<file path="src/rtl/ysyx_25060170_pkg.sv">
// Shared types and constants for the instruction fetch unit.
package ysyx_25060170_pkg;

  typedef enum logic [1:0] {IDLE, REQ, WAIT, HOLD} ifu_state_t;

  localparam logic [31:0] RESET_PC = 32'h8000_0000;
  localparam logic [31:0] NOP_INST = 32'h0000_0013;
  localparam logic [31:0] PC_INCR  = 32'd4;

  // One slot presented to decode
  typedef struct packed {
    logic [31:0] pc;
    logic [31:0] inst;
    logic        err;
  } ifu_slot_t;

  function automatic logic [31:0] align4(input logic [31:0] a);
    return {a[31:2], 2'b00};
  endfunction

endpackage

</file>
<file path="src/rtl/ysyx_25060170_reg.sv">
// Generic write-enabled register with synchronous active-high reset.
module ysyx_25060170_reg #(
  parameter int              WIDTH     = 32,
  parameter logic [WIDTH-1:0] RESET_VAL = '0
) (
  input  logic             clk,
  input  logic             rst,
  input  logic             wen,
  input  logic [WIDTH-1:0] d,
  output logic [WIDTH-1:0] q
);

  always_ff @(posedge clk) begin
    if (rst)      q <= RESET_VAL;
    else if (wen) q <= d;
  end

endmodule

</file>
<file path="src/rtl/ysyx_25060170_ifu.sv">
// Instruction fetch: owns the PC, one outstanding imem read, registered slot to decode.
module ysyx_25060170_ifu #(
  parameter logic [31:0] RESET_PC = ysyx_25060170_pkg::RESET_PC,
  parameter logic [31:0] NOP_INST = ysyx_25060170_pkg::NOP_INST
) (
  input  logic        clk,
  input  logic        rst,
  input  logic        fetch_en_i,
  output logic        imem_req_valid_o,
  input  logic        imem_req_ready_i,
  output logic [31:0] imem_addr_o,
  input  logic        imem_rvalid_i,
  input  logic [31:0] imem_rdata_i,
  input  logic        imem_rerr_i,
  input  logic        redirect_i,
  input  logic [31:0] redirect_pc_i,
  output logic        inst_valid_o,
  input  logic        inst_ready_i,
  output logic [31:0] pc_o,
  output logic [31:0] inst_o,
  output logic        fetch_err_o
);
  import ysyx_25060170_pkg::*;

  ifu_state_t  state;
  logic        drop;
  logic        req_vld;
  logic        inst_vld;
  logic [31:0] pc;
  logic [31:0] pc_nxt;
  logic        pc_wen;
  logic [31:0] tgt;
  logic        resp_take;
  logic        handshake;
  ifu_slot_t   slot_d;

  assign tgt       = align4(redirect_pc_i);
  assign resp_take = (state == WAIT) && imem_rvalid_i && !drop && !redirect_i;
  assign handshake = (state == HOLD) && inst_ready_i;

  // Redirect wins over the sequential increment in every state
  always_comb begin
    pc_wen = 1'b0;
    pc_nxt = pc + PC_INCR;
    if (redirect_i) begin
      pc_wen = 1'b1;
      pc_nxt = tgt;
    end else if (handshake) begin
      pc_wen = 1'b1;
    end
  end

  assign slot_d.pc   = pc;
  assign slot_d.inst = imem_rerr_i ? NOP_INST : imem_rdata_i;
  assign slot_d.err  = imem_rerr_i;

  ysyx_25060170_reg #(.WIDTH(32), .RESET_VAL(RESET_PC)) u_pc (
    .clk(clk), .rst(rst), .wen(pc_wen), .d(pc_nxt), .q(pc)
  );

  ysyx_25060170_reg #(.WIDTH(32), .RESET_VAL(RESET_PC)) u_pc_o (
    .clk(clk), .rst(rst), .wen(resp_take), .d(slot_d.pc), .q(pc_o)
  );

  ysyx_25060170_reg #(.WIDTH(32), .RESET_VAL(NOP_INST)) u_inst_o (
    .clk(clk), .rst(rst), .wen(resp_take), .d(slot_d.inst), .q(inst_o)
  );

  ysyx_25060170_reg #(.WIDTH(1), .RESET_VAL(1'b0)) u_err_o (
    .clk(clk), .rst(rst), .wen(resp_take), .d(slot_d.err), .q(fetch_err_o)
  );

  always_ff @(posedge clk) begin
    if (rst) begin
      state    <= IDLE;
      drop     <= 1'b0;
      req_vld  <= 1'b0;
      inst_vld <= 1'b0;
    end else begin
      case (state)
        IDLE: begin
          if (fetch_en_i) begin
            state   <= REQ;
            req_vld <= 1'b1;
          end
        end
        REQ: begin
          if (imem_req_ready_i) begin
            state   <= WAIT;
            req_vld <= 1'b0;
            // request left at the old PC; its response is wrong-path
            drop    <= redirect_i;
          end
        end
        WAIT: begin
          if (imem_rvalid_i) begin
            if (drop || redirect_i) begin
              state   <= REQ;
              drop    <= 1'b0;
              req_vld <= 1'b1;
            end else begin
              state    <= HOLD;
              inst_vld <= 1'b1;
            end
          end else if (redirect_i) begin
            drop <= 1'b1;
          end
        end
        HOLD: begin
          if (inst_ready_i) begin
            inst_vld <= 1'b0;
            if (fetch_en_i) begin
              state   <= REQ;
              req_vld <= 1'b1;
            end else begin
              state <= IDLE;
            end
          end else if (redirect_i) begin
            state    <= REQ;
            inst_vld <= 1'b0;
            req_vld  <= 1'b1;
          end
        end
        default: begin
          state    <= IDLE;
          req_vld  <= 1'b0;
          inst_vld <= 1'b0;
        end
      endcase
    end
  end

  assign imem_req_valid_o = req_vld;
  assign inst_valid_o     = inst_vld;
  assign imem_addr_o      = align4(pc);

endmodule

</file>
<file path="config.mk">
export PLATFORM = sky130hd
export DESIGN_NAME = ysyx_25060170_ifu
export DESIGN_NICKNAME = d
export VERILOG_FILES = /design/src/rtl/ysyx_25060170_pkg.sv /design/src/rtl/ysyx_25060170_reg.sv /design/src/rtl/ysyx_25060170_ifu.sv
export SDC_FILE = /design/constraint.sdc
export NUM_CORES = 1
export LEC_CHECK = 0
export ABC_CLOCK_PERIOD_IN_PS = 2500
export BUFFER_PORTS_ARGS = -buffer_cell sky130_fd_sc_hd__buf_2
export CAP_MARGIN = 5
export CORE_MARGIN = 3
export CORE_UTILIZATION = 50
export DETAILED_ROUTE_END_ITERATION = 8
export PLACE_DENSITY = 0.8
export SLEW_MARGIN = 20
export SYNTH_ARGS = -nofsm -noshare
export SYNTH_HDL_FRONTEND = slang
export SYNTH_SLANG_ARGS = --single-unit
</file>
<file path="constraint.sdc">
create_clock -name clk -period 2.5 [get_ports clk]
set_clock_uncertainty 0.05 [all_clocks]
set_input_delay 0.125 -clock clk [delete_from_list [all_inputs] [get_ports clk]]
set_output_delay 0.125 -clock clk [all_outputs]
set_load 0.02 [all_outputs]
</file>
# Word level (Yosys, flattened, before mapping)
# Index checks and enable logic that the tools add are counted.
[classes]
div = 0
n_mul = 0
reduce_logical = 14
magnitude_cmp = 0
addsub = 1
shift = 0
eq_ne = 11
n_bitwise = 0
n_mux = 28
[op_table]
columns = ["op", "n"]
rows = [
  ["2-to-1 mux 32 bit", 2],
  ["adder 32 x 3 -> 32 bit, second input constant", 1],
  ["2-to-1 mux 1 bit", 16],
  ["AND reduction 4 bit", 4],
  ["2-to-1 mux 2 bit", 6],
  ["!= test 2 bit, second input constant", 4],
  ["case mux 2 bit (4 select lines)", 1],
  ["!= test 3 bit, second input constant", 2],
  ["== test 2 bit, second input constant", 2],
  ["logical AND 1 bit", 4],
  ["case mux 1 bit (2 select lines)", 2],
  ["case mux 1 bit (4 select lines)", 1],
  ["nonzero test 2 bit", 2],
  ["!= test 3 x 2 -> 1 bit, second input constant", 1],
  ["== test 2 x 1 -> 1 bit, second input constant", 1],
  ["logical NOT 1 bit", 2],
  ["logical NOT 2 bit", 1],
  ["!= test 2 x 1 -> 1 bit, second input constant", 1],
  ["logical OR 1 bit", 1],
]
[word_totals]
reg_bits = 102
romBits = 0
mem_bits_rw = 0
in_bits = 72
memories = 0
out_inout_bits = 99
latchBits = 0

# Logic depth before layout (Yosys ltp)
# Gate-level depths: netlist of the first run.
[logic_depth]
depth_word = 4
mapped_depth = 8
mapped_depth_nobuf = 6

# Modules after synthesis
# Synthesis of the first run repeated with hierarchy kept, for this count alone.
[hier_totals]
hier_cells = 556
hier_area_um2 = 5046.1
[modules_own_cells]
columns = ["mod", "cells_per_inst", "instances", "area_each_um2", "seq_area_each_um2"]
rows = [
  ["ysyx_25060170_reg (u_pc ...)", 103, 2, 1166.1, 640.6],
  ["ysyx_25060170_ifu", 244, 1, 1511.4, 100.1],
  ["ysyx_25060170_reg (u_inst_o)", 103, 1, 1168.6, 640.6],
  ["ysyx_25060170_reg (u_err_o)", 3, 1, 33.8, 20.0],
]

# Least setup slack after synthesis of the first run
# No wires, ideal clock.
[synth_path]
kind = "reg-to-reg"
start = "reg u_pc.q[13]"
end = "reg u_pc.q[27]"
path_slack_ps = 394
period_less_slack_ps = 2106
arrival_ps = 1965
path_buffers = 2
path_stages_with_launch = 7
required_ps = 2359
setup_time_ps = 91
path_cell_list = "dfxtp_1 -> clkbuf_4 -> nand4_2 -> or4_1 -> buf_2 -> or4_1 -> a311oi_1"
[synth_via]
elab_chain_cells = 2
[synth_rtl]
columns = ["item", "line_no", "source"]
rows = [
  ["from (decl)", "ysyx_25060170_reg.sv:10", "output logic [WIDTH-1:0] q"],
  ["from (signal assigned)", "ysyx_25060170_reg.sv:14", "if (rst) q <= RESET_VAL;"],
  ["from (signal assigned)", "ysyx_25060170_reg.sv:15", "else if (wen) q <= d;"],
  ["adder 32 x 3 -> 32 bit", "ysyx_25060170_ifu.sv:44", "pc_nxt = pc + PC_INCR;"],
  ["2-to-1 mux 32 bit", "ysyx_25060170_ifu.sv:45", "if (redirect_i) begin"],
]
# No other way between the ends.
# A chain may end at the register's enable or synchronous reset.

# Final worst setup path of the first run
[layout_path]
start = "reg u_pc.q[5]"
end = "reg u_pc.q[29]"
# Same word-level chain as after synthesis.

==> results of run 1 <==
## metrics by stage
stage	instances	cell area, um2	worst slack, ps
floorplan	586	4741	394.2
global placement	806	5488	312.1
detailed placement	806	5488	271.1
CTS	841	5902	232.4
global route	841	5902	107.7
finish	841	5902	233.3
## sequential cells by signal, summed over array words and instances, names as in the netlist
signal,count
state,2
u_inst_o.q,32
u_err_o.q,1
inst_valid_o,1
drop,1
imem_req_valid_o,1
u_pc.q,30
u_pc_o.q,30
## worst min path at each step
stage	startpoint	to	slack [ps]	cells after the start
detailed placement	imem_rdata_i[1]	u_inst_o.q[1]	330	3
CTS	redirect_pc_i[15]	u_pc.q[15]	2	3
global placement	imem_rdata_i[0]	u_inst_o.q[0]	320	3
global route	redirect_pc_i[30]	u_pc.q[30]	6	3
floorplan	redirect_pc_i[30]	u_pc.q[30]	220	2
finish	redirect_pc_i[15]	u_pc.q[15]	7	3
## critical path: stages, from the launching register on
cell and delay, ps:
dfxtp_1 480, nand4_4 140, or4_1 690, or4_1 550, a311oi_1 260
## routing by layer
metal	vias up	global-route usage [%]	wire length, um
met2	179	42.62	6506
met1	2159	29.80	5287
met4	0	9.263	320
met5	-	0	0
met3	28	5.231	864
li1	2306	-	-
## area by class of cell
| class | instances | area [um2] |
|---|---|---|
| multi-input cells | 398 | 2322 |
| flip-flops and latches | 98 | 1962 |
| clock buffers | 10 | 127.6 |
| repair buffers | 208 | 1216 |
| clock inverters | 5 | 86.33 |
| fillers | 781 | 3032 |
| inverters | 14 | 52.55 |
| well taps | 108 | 135.1 |
## power groups by stage
stage / clock, mW / sequential (mW) / combinational [mW]
after floorplan: 0 / 1.79 / 0.436
after global placement: 0 / 1.76 / 0.656
after detailed placement: 0 / 1.77 / 0.674
after CTS: 1.15 / 1.73 / 0.704
after global routing: 1.22 / 1.75 / 0.777
final: 1.12 / 1.73 / 0.703
## cells in the mapped netlist, types with 2 or more instances
library cell	n	area, um2
or4_1	5	37.54
and4_1	10	87.58
nor2b_1	5	31.28
nor4_1	12	75.07
o31ai_1	4	30.03
nand4_4	2	42.54
nand2_1	78	292.8
inv_1	13	48.80
nor3_1	15	75.07
nor3b_1	31	232.7
nand2b_1	2	12.51
o21bai_1	4	30.03
nor2_1	59	221.5
a311oi_1	10	87.58
nand4_1	7	43.79
dfxtp_1	98	1962
ha_1	5	62.56
a31oi_1	3	18.77
and3_1	6	37.54
o21ai_0	2	10.01
a21oi_1	64	320.3
or3_1	4	25.02
xor2_1	3	26.28
a2111oi_0	10	87.58
buf_4	35	262.8
a211oi_1	15	112.6
nand3_1	11	55.05
and2_1	3	18.77
buf_1	5	18.77
clkbuf_1	33	123.9
xnor2_1	9	78.83
## kinds of logic (layout without fill, tap and decap cells)
logic type,count (synthesis),in the layout,synth area share [%]
other,1,4,0.07929
buffers and inverters,90,237,10.05
adders and majority gates,5,5,1.323
AOI/OAI and AO/OA,120,120,16.19
muxes,1,1,0.2116
DFF,98,98,41.48
xor gates and xnor gates,12,12,2.222
and+or+nand+nor,256,256,28.44
## timing repair
item                                   4_1_cts  5_1_grt
endpoints found under the hold margin       20        0
buffers inserted                             0        0
hold buffers                                20        0
==> summary by stage, run 1 <==
Cells and area
In the final layout, the share of cells above drive strength 1 is 28.51%. The number of nets at the end of the flow is 806. Leaving out fill and tap cells, the most frequent cells in the layout are 163 x buf_2, 98 x dfxtp_1, 78 x nand2_1, 64 x a21oi_1, 58 x nor2_1. The commonest non-fill, non-tap cell in the layout is buf_2. Compared with the post-synthesis result, the final layout area differs by 24.79%. The utilization of the core after routing is 66.06%. The number of antenna diodes in the final layout is 0.

Power and ir drop
Cell internal power was estimated by the tool at 2.507 mW. The total power divided by cell area is 603.4 mW/mm2. The relative contribution of sequential cells to total power is 48.7%. The leakage power summed over all cells is 2.499 nW. Of the total power, the share spent switching nets is 29.60%. The maximum vdd drop is 0.3024 mV. After layout, the design draws a total of 3.561 mW. The switching component of the power is 1.054 mW.

Combinational cells account for 19.7% of the total power. Of the total power, the clock network draws 31.6%.

Floorplan
Once the floorplan was initialized, standard cells occupied 52.94% of the core. The die height is 103.3 um. The die is 103.3 um wide. After floorplanning, the core was divided into 34 placement rows. The die covers 0.01066 mm2. The core region is 0.008934 mm2. For this design the top-level I/O count stands at 171.

Worst setup path
The critical path data arrival time is 2490 ps. The endpoint required time on the critical path is 2720 ps. The launch point of the worst reg-to-reg path is u_pc.q[5]. The largest fanout on the critical path is 8. The endpoint identified for the worst register-to-register timing path is u_pc.q[29]. In this run the register-to-register setup slack is 230 ps. The worst setup path is launched from a flip-flop. The critical path ends at u_pc.q[29]. The start-to-end type of the worst setup path is reg -> reg. The critical path starts at u_pc.q[5].

The element type at the critical path end is a flip-flop. The worst reg2reg path depth is 4.

Timing
The max-slew violation count is 0. The ratio of final minimum period to clock period is 90.67%. On the final layout, the worst hold slack is 7.394 ps. Headroom to the max-slew limit came out at 56.29%. Setup violations remaining at the end of the flow were counted as 0. Setup repair after global routing left no endpoint under its margin. The clock period minus worst slack is 2267 ps. The number of hold violations in the final report is 0. The aggregate negative setup slack is 0 ps.

The achievable frequency is 0.4412 GHz. For the pin with the worst max-slew slack, the measured transition is 649.7 ps.

Route
The detailed-route vias per instance is 5.555. The remaining antenna violation count after routing is 0. The number of DRC markers in iteration 0 is 315. The routed layout has 4672 vias. The number of iterations in the first detailed-routing pass is 6. Summed over all layers, the routed wires come to 12.98 mm. In the routed design, unresolved DRC markers number 0. Dividing the detail-routed wire length by the instance count gives 15.43 um.

Clock network
The insertion delay to the later sink of the worst-skew pair is 360 ps. The count of instances resized after the clock tree is built is 0. The number of buffers created by CTS is 9. TritonCTS built the clock tree. The worst-case clock buffer depth is 2.

In this run the number of H-tree levels came out at 3. After clock tree synthesis, the clock-pin slew on the worst setup and hold paths is 100 ps. The tree is rooted in a clkbuf_8.

The number of sinks driven by the clock tree is 98.

Logic synthesis
The Yosys step of the flow raised 0 warnings. The predominant post-synthesis flop cell is dfxtp_1. Synthesis produced a netlist whose cell count is 583. The post-synthesis sequential element count is 98. The post-synthesis instance area is 0.004730 mm2. The post-synthesis sequential area ratio is 41.48%. The number of different library cells used by synthesis comes to 51. Counting flops with a built-in enable in the synthesized netlist gives 0. A synthesized cell averages 8.112 um2. The share of flip-flops with an asynchronous set or reset after synthesis is 0%.

Global route
The initial antenna violation count is 0. The first global-routing pass estimated 20.89 mm of wire. The pin count of the biggest net entering global routing is 45.

The total global routing track utilization is 24.54%. Summed over all layers, the global routing overflow is 0. The via count of the first global-routing pass is 4439.

Place
At the end of routability-driven placement, the weighted congestion stood at 0.8669. Detailed placement finished with a half-perimeter wire length of 9.512 mm. The number of port buffers is 164.

Run
The tool flagged a number of max-cap violations equal to 0.

Status
The run finished with clean final reports.

Min path
In this run the worst hold path is classified as in -> reg.
Power figures use the tool's default switching activity.
==> run 2, diff against run 1 <==
--- a/config.mk
+++ b/config.mk
@@ -8,9 +8,12 @@
 export ABC_CLOCK_PERIOD_IN_PS = 2500
 export BUFFER_PORTS_ARGS = -buffer_cell sky130_fd_sc_hd__buf_2
 export CAP_MARGIN = 5
+export CORE_ASPECT_RATIO = 1.25
 export CORE_MARGIN = 3
 export CORE_UTILIZATION = 50
+export CTS_CLUSTER_DIAMETER = 150
 export DETAILED_ROUTE_END_ITERATION = 8
+export HOLD_SLACK_MARGIN = 0.08
 export PLACE_DENSITY = 0.8
 export SLEW_MARGIN = 20
 export SYNTH_ARGS = -nofsm -noshare
==> run 2 against run 1 <==
Sequential share of layout area shrank 1.4 points. Total power grew 10%. Die area is essentially flat. Utilization grew 1.1 points. Critical path depth is the same. Sequential power is essentially flat. Via count grew 3.1%. Final cell count grew 3.7%. Flip-flop and latch count is the same. Cell area grew 4.3%. Maximum frequency shrank 2.2%. Critical path type unchanged. Critical endpoint unchanged. Largest cell class unchanged. Largest power group unchanged.
==> summary by stage, run 2 (same netlist as run 1, synthesis figures left out) <==
Floorplan
The x dimension of the die came to 92.99 um (-9.9%). The number of primary I/O pins came to 171 (unchanged). The initial core utilization is 51.55% (-1.4 points). The die height is 114.7 um (+11%). The die area is 0.01067 mm2 (about the same). The number of rows created at floorplan was 39 (+15%).

The standard cell core area is 0.009174 mm2 (+2.7%).

Place
The area of placed instances was 0.005499 mm2 (+0.21%). The number of port buffers is 164 (unchanged). The half-perimeter wire length after placement is 9.564 mm (+0.55%). The global placer's final weighted congestion was 0.9224 (+6.4%).

Cells and area
The proportion of layout cells with a drive suffix above 1 came to 28.07% (-0.44 points). More flip-flops sit in one register than any other, and that register is u_inst_o.q. The top cell types in the final layout, fill and taps aside, are 163 x buf_2, 98 x dfxtp_1, 78 x nand2_1, 64 x a21oi_1, 58 x nor2_1.

The number of nets at the end of the flow is 820 (+1.7%). The area growth from synthesis to final layout is 30.21%. The commonest non-fill, non-tap cell in the layout is buf_2. The largest registers in the layout are u_inst_o.q (32), u_pc.q (30), u_pc_o.q (30). The flip-flop count of the largest register, all copies and words added is 32 (unchanged).

The summed area of non-filler cells in the final layout is 0.006158 mm2 (+4.3%).

Route
The final routed DRC violation total is 0 (unchanged). The final routed wirelength across all metal layers is 13.87 mm (+6.9%). The detailed-route vias per instance came to 5.526 (-0.52%). The average wire per cell in the routed design is 15.91 um (+3.1%). The remaining antenna violation count after routing was 0 (unchanged).

The number of iterations in the first detailed-routing pass came to 6 (unchanged). The number of DRC markers in iteration 0 is 380 (+21%). The routed via count is 4819 (+3.1%).

Global route
The first-pass GRT wire length is 22.45 mm (+7.5%). The total congestion overflow after global routing is 0 (unchanged). The via count of the first global-routing pass is 4759 (+7.2%). The pin count of the biggest net entering global routing was 58 (+29%).

The total global routing track utilization came to 25.99% (+1.4 points). The initial antenna violation count was 0 (unchanged).

Timing
The tightest hold margin is 131.6 ps (+124.2 ps). The ratio of final minimum period to clock period is 92.72% (+2.1 points). The number of endpoints failing setup at the final stage was 0 (unchanged).

The number of hold violations in the final report was 0 (unchanged). The aggregate negative setup slack was 0 ps (unchanged). The clock period minus worst slack came to 2318 ps (+51.29 ps). The relative slew slack came to 55.05% (-1.2 points). The achievable frequency came to 0.4314 GHz (-2.2%). The transition time at the pin with the least slew margin is 668.1 ps (+18.45 ps). The max-slew violation count came to 0 (unchanged). Setup repair after global routing left no endpoint under its margin.

Worst setup path
The endpoint required time on the critical path is 2700 ps (-20 ps). The critical path data arrival time is 2510 ps (+20 ps). The largest fanout on the critical path is 8 (unchanged). The start-to-end type of the worst setup path is reg -> reg.

The worst setup path is launched from a flip-flop. The timing startpoint of the critical path is u_pc.q[5]. The worst reg2reg path depth is 4 (unchanged). The launch point of the worst reg-to-reg path is u_pc.q[5]. The slack of the worst reg-to-reg path was 180 ps (-50 ps). In this run the critical register-to-register path is captured at u_pc.q[29].

STA classifies the critical path endpoint as a flip-flop.

Clock network
The insertion delay to the later sink of the worst-skew pair is 340 ps (-20 ps). The worst-case clock buffer depth was 2 (unchanged). The clock tree from TritonCTS is yes. In this run the clock root is driven by a clkbuf_16. The total setup buffers inserted after CTS came to 0 (unchanged). The number of H-tree levels is 3 (unchanged). The number of sinks driven by the clock tree was 98 (unchanged). The number of buffers created by CTS came to 9 (unchanged).

The clock-pin slew of the registers on the worst-case setup and hold paths came to 70 ps (-30 ps).

Status
The flow ran to the end, and the final reports show no timing, DRC or antenna violations.

Run
The count of maximum capacitance violations is 0 (unchanged).

Min path
The worst hold path terminates at u_inst_o.q[9]. The kind of path behind the tightest hold check is in -> reg. The startpoint of the tightest hold check path is imem_rdata_i[9]. The number of cells on the worst hold path is 4 (+1).

Power and ir drop
The total power divided by cell area is 638.7 mW/mm2 (+5.9%). The maximum vdd drop was 0.5418 mV (+79%). The leakage power summed over all cells is 2.597 nW (+3.9%).
==> run 2: cell count changes in the layout (fill, tap and decap cells not counted), sizes merged <==
cell         before  now
clkinvlp          0    1
dlygate4sd3      20   34
clkbuf           10   13
bufinv            2    1
inv              15   13
diode             0    1
==> run 2: how the worst max path moves through the flow <==
stage	to	slack, ps	cells past startpoint
CTS	u_pc.q[29]	200	4
detailed placement	u_pc.q[29]	250	4
global placement	u_pc.q[27]	320	4
finish	u_pc.q[29]	180	4
global route	u_pc.q[29]	90	4
floorplan	u_pc.q[27]	390	6
==> run 2: area by class of cell <==
type / instances / area, um2
inverter: 14 / 52.55
fill: 765 / 3015
multi-input combinational: 398 / 2327
tap: 123 / 153.9
sequential: 98 / 1962
timing repair buffer: 222 / 1344
antenna: 1 / 2.502
clock buffer: 13 / 270.3
clock inverter: 3 / 46.29
==> run 2: metal layers <==
layer  vias to the layer above  routed length [um]  global-route usage, %
li1                       2345                   -                      -
met1                      2258                5435                  29.18
met2                       182                7136                  46.37
met3                        34                 913                  6.675
met4                         0                 388                  11.24
met5                         -                   0                      0
==> run 2: through the flow <==
step           cells  setup WS [ps]  util (%)  total power [mW]
3_5_place_dp     821          245.8     59.94             2.446
5_1_grt          871          92.09     67.10             4.095
6_report         872          182.0     67.13             3.934
2_1_floorplan    586          394.2         -             2.230
3_3_place_gp     821          322.9     59.94             2.414
4_1_cts          871          196.6     67.10             3.935
==> run 2: critical path, stage by stage, from the launching register on <==
cell and delay (ps):
dfxtp_1 490, nand4_4 160, or4_1 680, or4_1 550, a311oi_1 280
==> run 2: where the power goes <==
group | switching, mW | internal [mW] | total (mW)
clock | 0.607 | 0.861 | 1.47
combinational | 0.419 | 0.302 | 0.721
sequential | 0.0978 | 1.65 | 1.74
==> run 2: what timing repair did <==
action                    4_1_cts  5_1_grt
gates resized for setup         0        0
hold endpoints to repair       34        0
hold buffers                   34        0
==> run 3, diff against run 2 <==
--- a/config.mk
+++ b/config.mk
@@ -5,16 +5,17 @@
 export SDC_FILE = /design/constraint.sdc
 export NUM_CORES = 1
 export LEC_CHECK = 0
+export ABC_AREA = 1
 export ABC_CLOCK_PERIOD_IN_PS = 2500
 export BUFFER_PORTS_ARGS = -buffer_cell sky130_fd_sc_hd__buf_2
 export CAP_MARGIN = 5
 export CORE_ASPECT_RATIO = 1.25
 export CORE_MARGIN = 3
-export CORE_UTILIZATION = 50
+export CORE_UTILIZATION = 51
 export CTS_CLUSTER_DIAMETER = 150
 export DETAILED_ROUTE_END_ITERATION = 8
 export HOLD_SLACK_MARGIN = 0.08
-export PLACE_DENSITY = 0.8
+export PLACE_DENSITY = 0.81
 export SLEW_MARGIN = 20
 export SYNTH_ARGS = -nofsm -noshare
 export SYNTH_HDL_FRONTEND = slang
==> run 3 against run 2 <==
Clock power down 5%. Count of clock-buffer cells in the layout fell by 4. Maximum frequency up 13%. Wire length rose by 8.9%. Largest cell class unchanged. Critical endpoint is now u_pc.q[21]. Sequential power up 3%. Worst setup slack better by 260 ps. First-iteration DRC count down 29%. Critical path type unchanged. Non-clock buffer count did not move. Cell area is 3.5% higher. Largest power group unchanged. Synthesized area grew 5.0%. Final cell count is 11% higher.
==> summary by stage, run 3 <==
Status
The run finished with clean final reports.

Logic synthesis
The count of synthesis-stage warnings from yosys was 0 (unchanged). The number of distinct library cells after synthesis was 35 (-31%). The share of the synthesized area in the top cell type is 39.50% (-2.0 points). The biggest area contributor in the post-synthesis netlist is dfxtp_1. By area the synthesized netlist is led by dfxtp_1 39%, nand2_1 9.1%, nor2_1 6.9%, o21ai_0 5.9%, buf_4 5.9%. The post-synthesis sequential element count is 98 (unchanged). The average instance area after synthesis is 7.414 um2 (-8.6%). The library cell with the highest instance count after synthesis is nand2_1. The number of cells produced by synthesis is 670 (+15%). In the synthesized netlist the dominant register cell turns out to be dfxtp_1. In the synthesized netlist, the cells that appear most often are 120 x nand2_1, 98 x dfxtp_1, 91 x nor2_1.

The count of flip-flops with a built-in enable after synthesis is 0 (unchanged). The share of flip-flops with an asynchronous set or reset after synthesis came to 0% (unchanged). The post-synthesis sequential area ratio is 39.50% (-2.0 points). The post-synthesis instance area was 0.004967 mm2 (+5.0%).

Clock network
The number of H-tree levels is 3 (unchanged). The number of buffers created by CTS is 9 (unchanged). The total setup buffers inserted after CTS came to 0 (unchanged). The clock-pin slew of the registers on the worst-case setup and hold paths came to 70 ps (about the same). The number of sinks driven by the clock tree is 98 (unchanged).

The clock tree from TritonCTS is yes. The insertion delay to the later sink of the worst-skew pair is 340 ps (about the same). The clock root buffer is clkbuf_16. The worst-case clock buffer depth is 2 (unchanged).

Global route
The met3 track demand over resource in global routing is 6.057% (-0.62 points). The pin count of the biggest net entering global routing is 59 (+1.7%). The met2 capacity usage during global routing came to 50.47% (+4.1 points). The total congestion overflow after global routing came to 0 (unchanged). The met1 demand-to-capacity share in global routing is 29.50% (+0.32 points). The first-pass GRT wire length is 23.79 mm (+6.0%). The total global routing track utilization came to 27.45% (+1.5 points). The global routing stage identified its most utilized layer as met2.

The via count of the first global-routing pass is 4997 (+5.0%). The initial antenna violation count is 0 (unchanged).

Timing
The final setup slack of the worst path is 442.3 ps (+260.3 ps). The clock period minus worst slack is 2058 ps (-260.3 ps). The number of hold violations in the final report is 0 (unchanged). The tightest hold margin is 90.29 ps (-41.35 ps). The achievable frequency is 0.4860 GHz (+13%). The max-slew violation count came to 0 (unchanged).

Setup repair after global routing left no endpoint under its margin. The number of endpoints failing setup at the final stage came to 0 (unchanged). The relative slew slack is 56.06% (+1.0 points).

The aggregate negative setup slack is 0 ps (unchanged). The ratio of final minimum period to clock period is 82.31% (-10 points). The transition time at the pin with the least slew margin was 658.3 ps (-9.805 ps).

Cells and area
The number of inserted filler cells in the final layout is 797 (+4.2%). The summed area of non-filler cells in the final layout is 0.006372 mm2 (+3.5%). The number of nets at the end of the flow is 917 (+12%). The largest registers in the layout are u_inst_o.q (32), u_pc.q (30), u_pc_o.q (30).

The flip-flop count of the largest register, all copies and words added came to 32 (unchanged). The utilization of the core after routing came to 68.37% (+1.2 points). The register with the most flip-flops in the final layout is u_inst_o.q. The proportion of layout cells with a drive suffix above 1 is 27.69% (-0.38 points).

The number of standard cells in the layout, taps in and fillers out was 968 (+11%). Leaving out fill and tap cells, the most frequent cell in the layout is buf_2. Compared with the post-synthesis result, the final layout area differs by 28.29%. The antenna diode instance count is 0 (-1). The top cell types in the final layout, fill and taps aside, are 164 x buf_2, 120 x nand2_1, 98 x dfxtp_1, 91 x nor2_1, 59 x o21ai_0.

Floorplan
The initial core utilization is 53.30% (+1.7 points). The x dimension of the die is 94.27 um (+1.4%). The standard cell core area is 0.009320 mm2 (+1.6%). The number of primary I/O pins is 171 (unchanged). The number of rows created at floorplan is 39 (unchanged). The die height is 116.3 um (+1.4%). The die area was 0.01097 mm2 (+2.8%).

Place
The global placer's final weighted congestion came to 0.8880 (-3.7%). The worst slack at placement is 481.7 ps (+235.9 ps). The number of cells after detailed placement is 903 (+10%). The number of port buffers is 164 (unchanged). The area of placed instances is 0.005580 mm2 (+1.5%). The half-perimeter wire length after placement is 10.21 mm (+6.8%).

Worst setup path
The endpoint required time on the critical path is 2710 ps (about the same). The slack of the worst reg-to-reg path is 440 ps (+260 ps). The largest fanout on the critical path was 18 (+10). The worst setup path is launched from a flip-flop. The critical path data arrival time was 2260 ps (-250 ps).

The start-to-end type of the worst setup path is reg -> reg. STA classifies the critical path endpoint as a flip-flop.

Route
The final routed DRC violation total was 0 (unchanged). The number of DRC markers in iteration 0 is 269 (-29%). The final routed wirelength across all metal layers came to 15.11 mm (+8.9%). The routed via count was 5121 (+6.3%). The detailed-route vias per instance was 5.290 (-4.3%).

The number of iterations in the first detailed-routing pass came to 7 (+1). The average wire per cell in the routed design is 15.61 um (-1.9%). The remaining antenna violation count after routing is 0 (unchanged).

Min path
In this run the worst hold path is classified as in -> reg.

Power and ir drop
The total power divided by cell area came to 634.1 mW/mm2 (-0.73%). The maximum vdd drop is 0.3841 mV (-29%). The post-route total power is 4.041 mW (+2.7%). The leakage power summed over all cells is 2.886 nW (+11%).

Run
The count of maximum capacitance violations was 0 (unchanged).
==> run 3: logic make-up after synthesis <==
| kind of cell | after synthesis | synth area share [%] |
|---|---|---|
| AOI/OAI and AO/OA | 158 | 20.05 |
| buffers and inverters | 126 | 13.40 |
| DFF | 98 | 39.50 |
| adders and majority gates | 5 | 1.259 |
| other | 1 | 0.07549 |
| and+or+nand+nor | 270 | 23.60 |
| xor gates and xnor gates | 12 | 2.116 |
==> run 3: path summary, 6_finish.rpt <==
check / start / to / depth (start not counted)
setup / recovery: state[0] / u_pc.q[21] / 8
hold / removal: redirect_pc_i[23] / u_pc.q[23] / 5
setup reg to reg: state[0] / u_pc.q[21] / 8
hold reg to reg: u_pc_o.q[31] / u_pc_o.q[31] / 2
==> run 3: worst max-delay path: stages, from the launching register on <==
cell     delay (ps)
dfxtp_1         360
ha_1            280
nand2_2         200
inv_2            80
nor2_4          330
inv_2           250
o21ai_0         210
inv_1            60
a21oi_1         150
==> run 3: layout make-up <==
class	count	area [um2]	share of cell area, %
clock buffer	9	225.2	3.534
sequential	98	1962	30.79
inverter	60	225.2	3.534
timing repair buffer	222	1379	21.64
multi-input combinational	449	2351	36.89
tap	123	153.9	2.415
clock inverter	7	76.32	1.198
==> run 3: repair_timing <==
action | in CTS | in global routing
hold endpoints to repair | 49 | 0
hold buffers | 49 | 0
resized for setup | 0 | 0
==> run 3: report_power, final <==
group | internal (mW) | switching (mW) | total [mW]
Combinational | 0.327 | 0.524 | 0.851
Clock | 0.783 | 0.619 | 1.40
Sequential | 1.68 | 0.109 | 1.79
Total | 2.79 | 1.25 | 4.04
==> run 3: layer usage <==
layer	vias up	routed length, um
met1	2365	5665
met5	-	0
li1	2491	-
met3	40	1128
met2	225	7845
met4	0	469
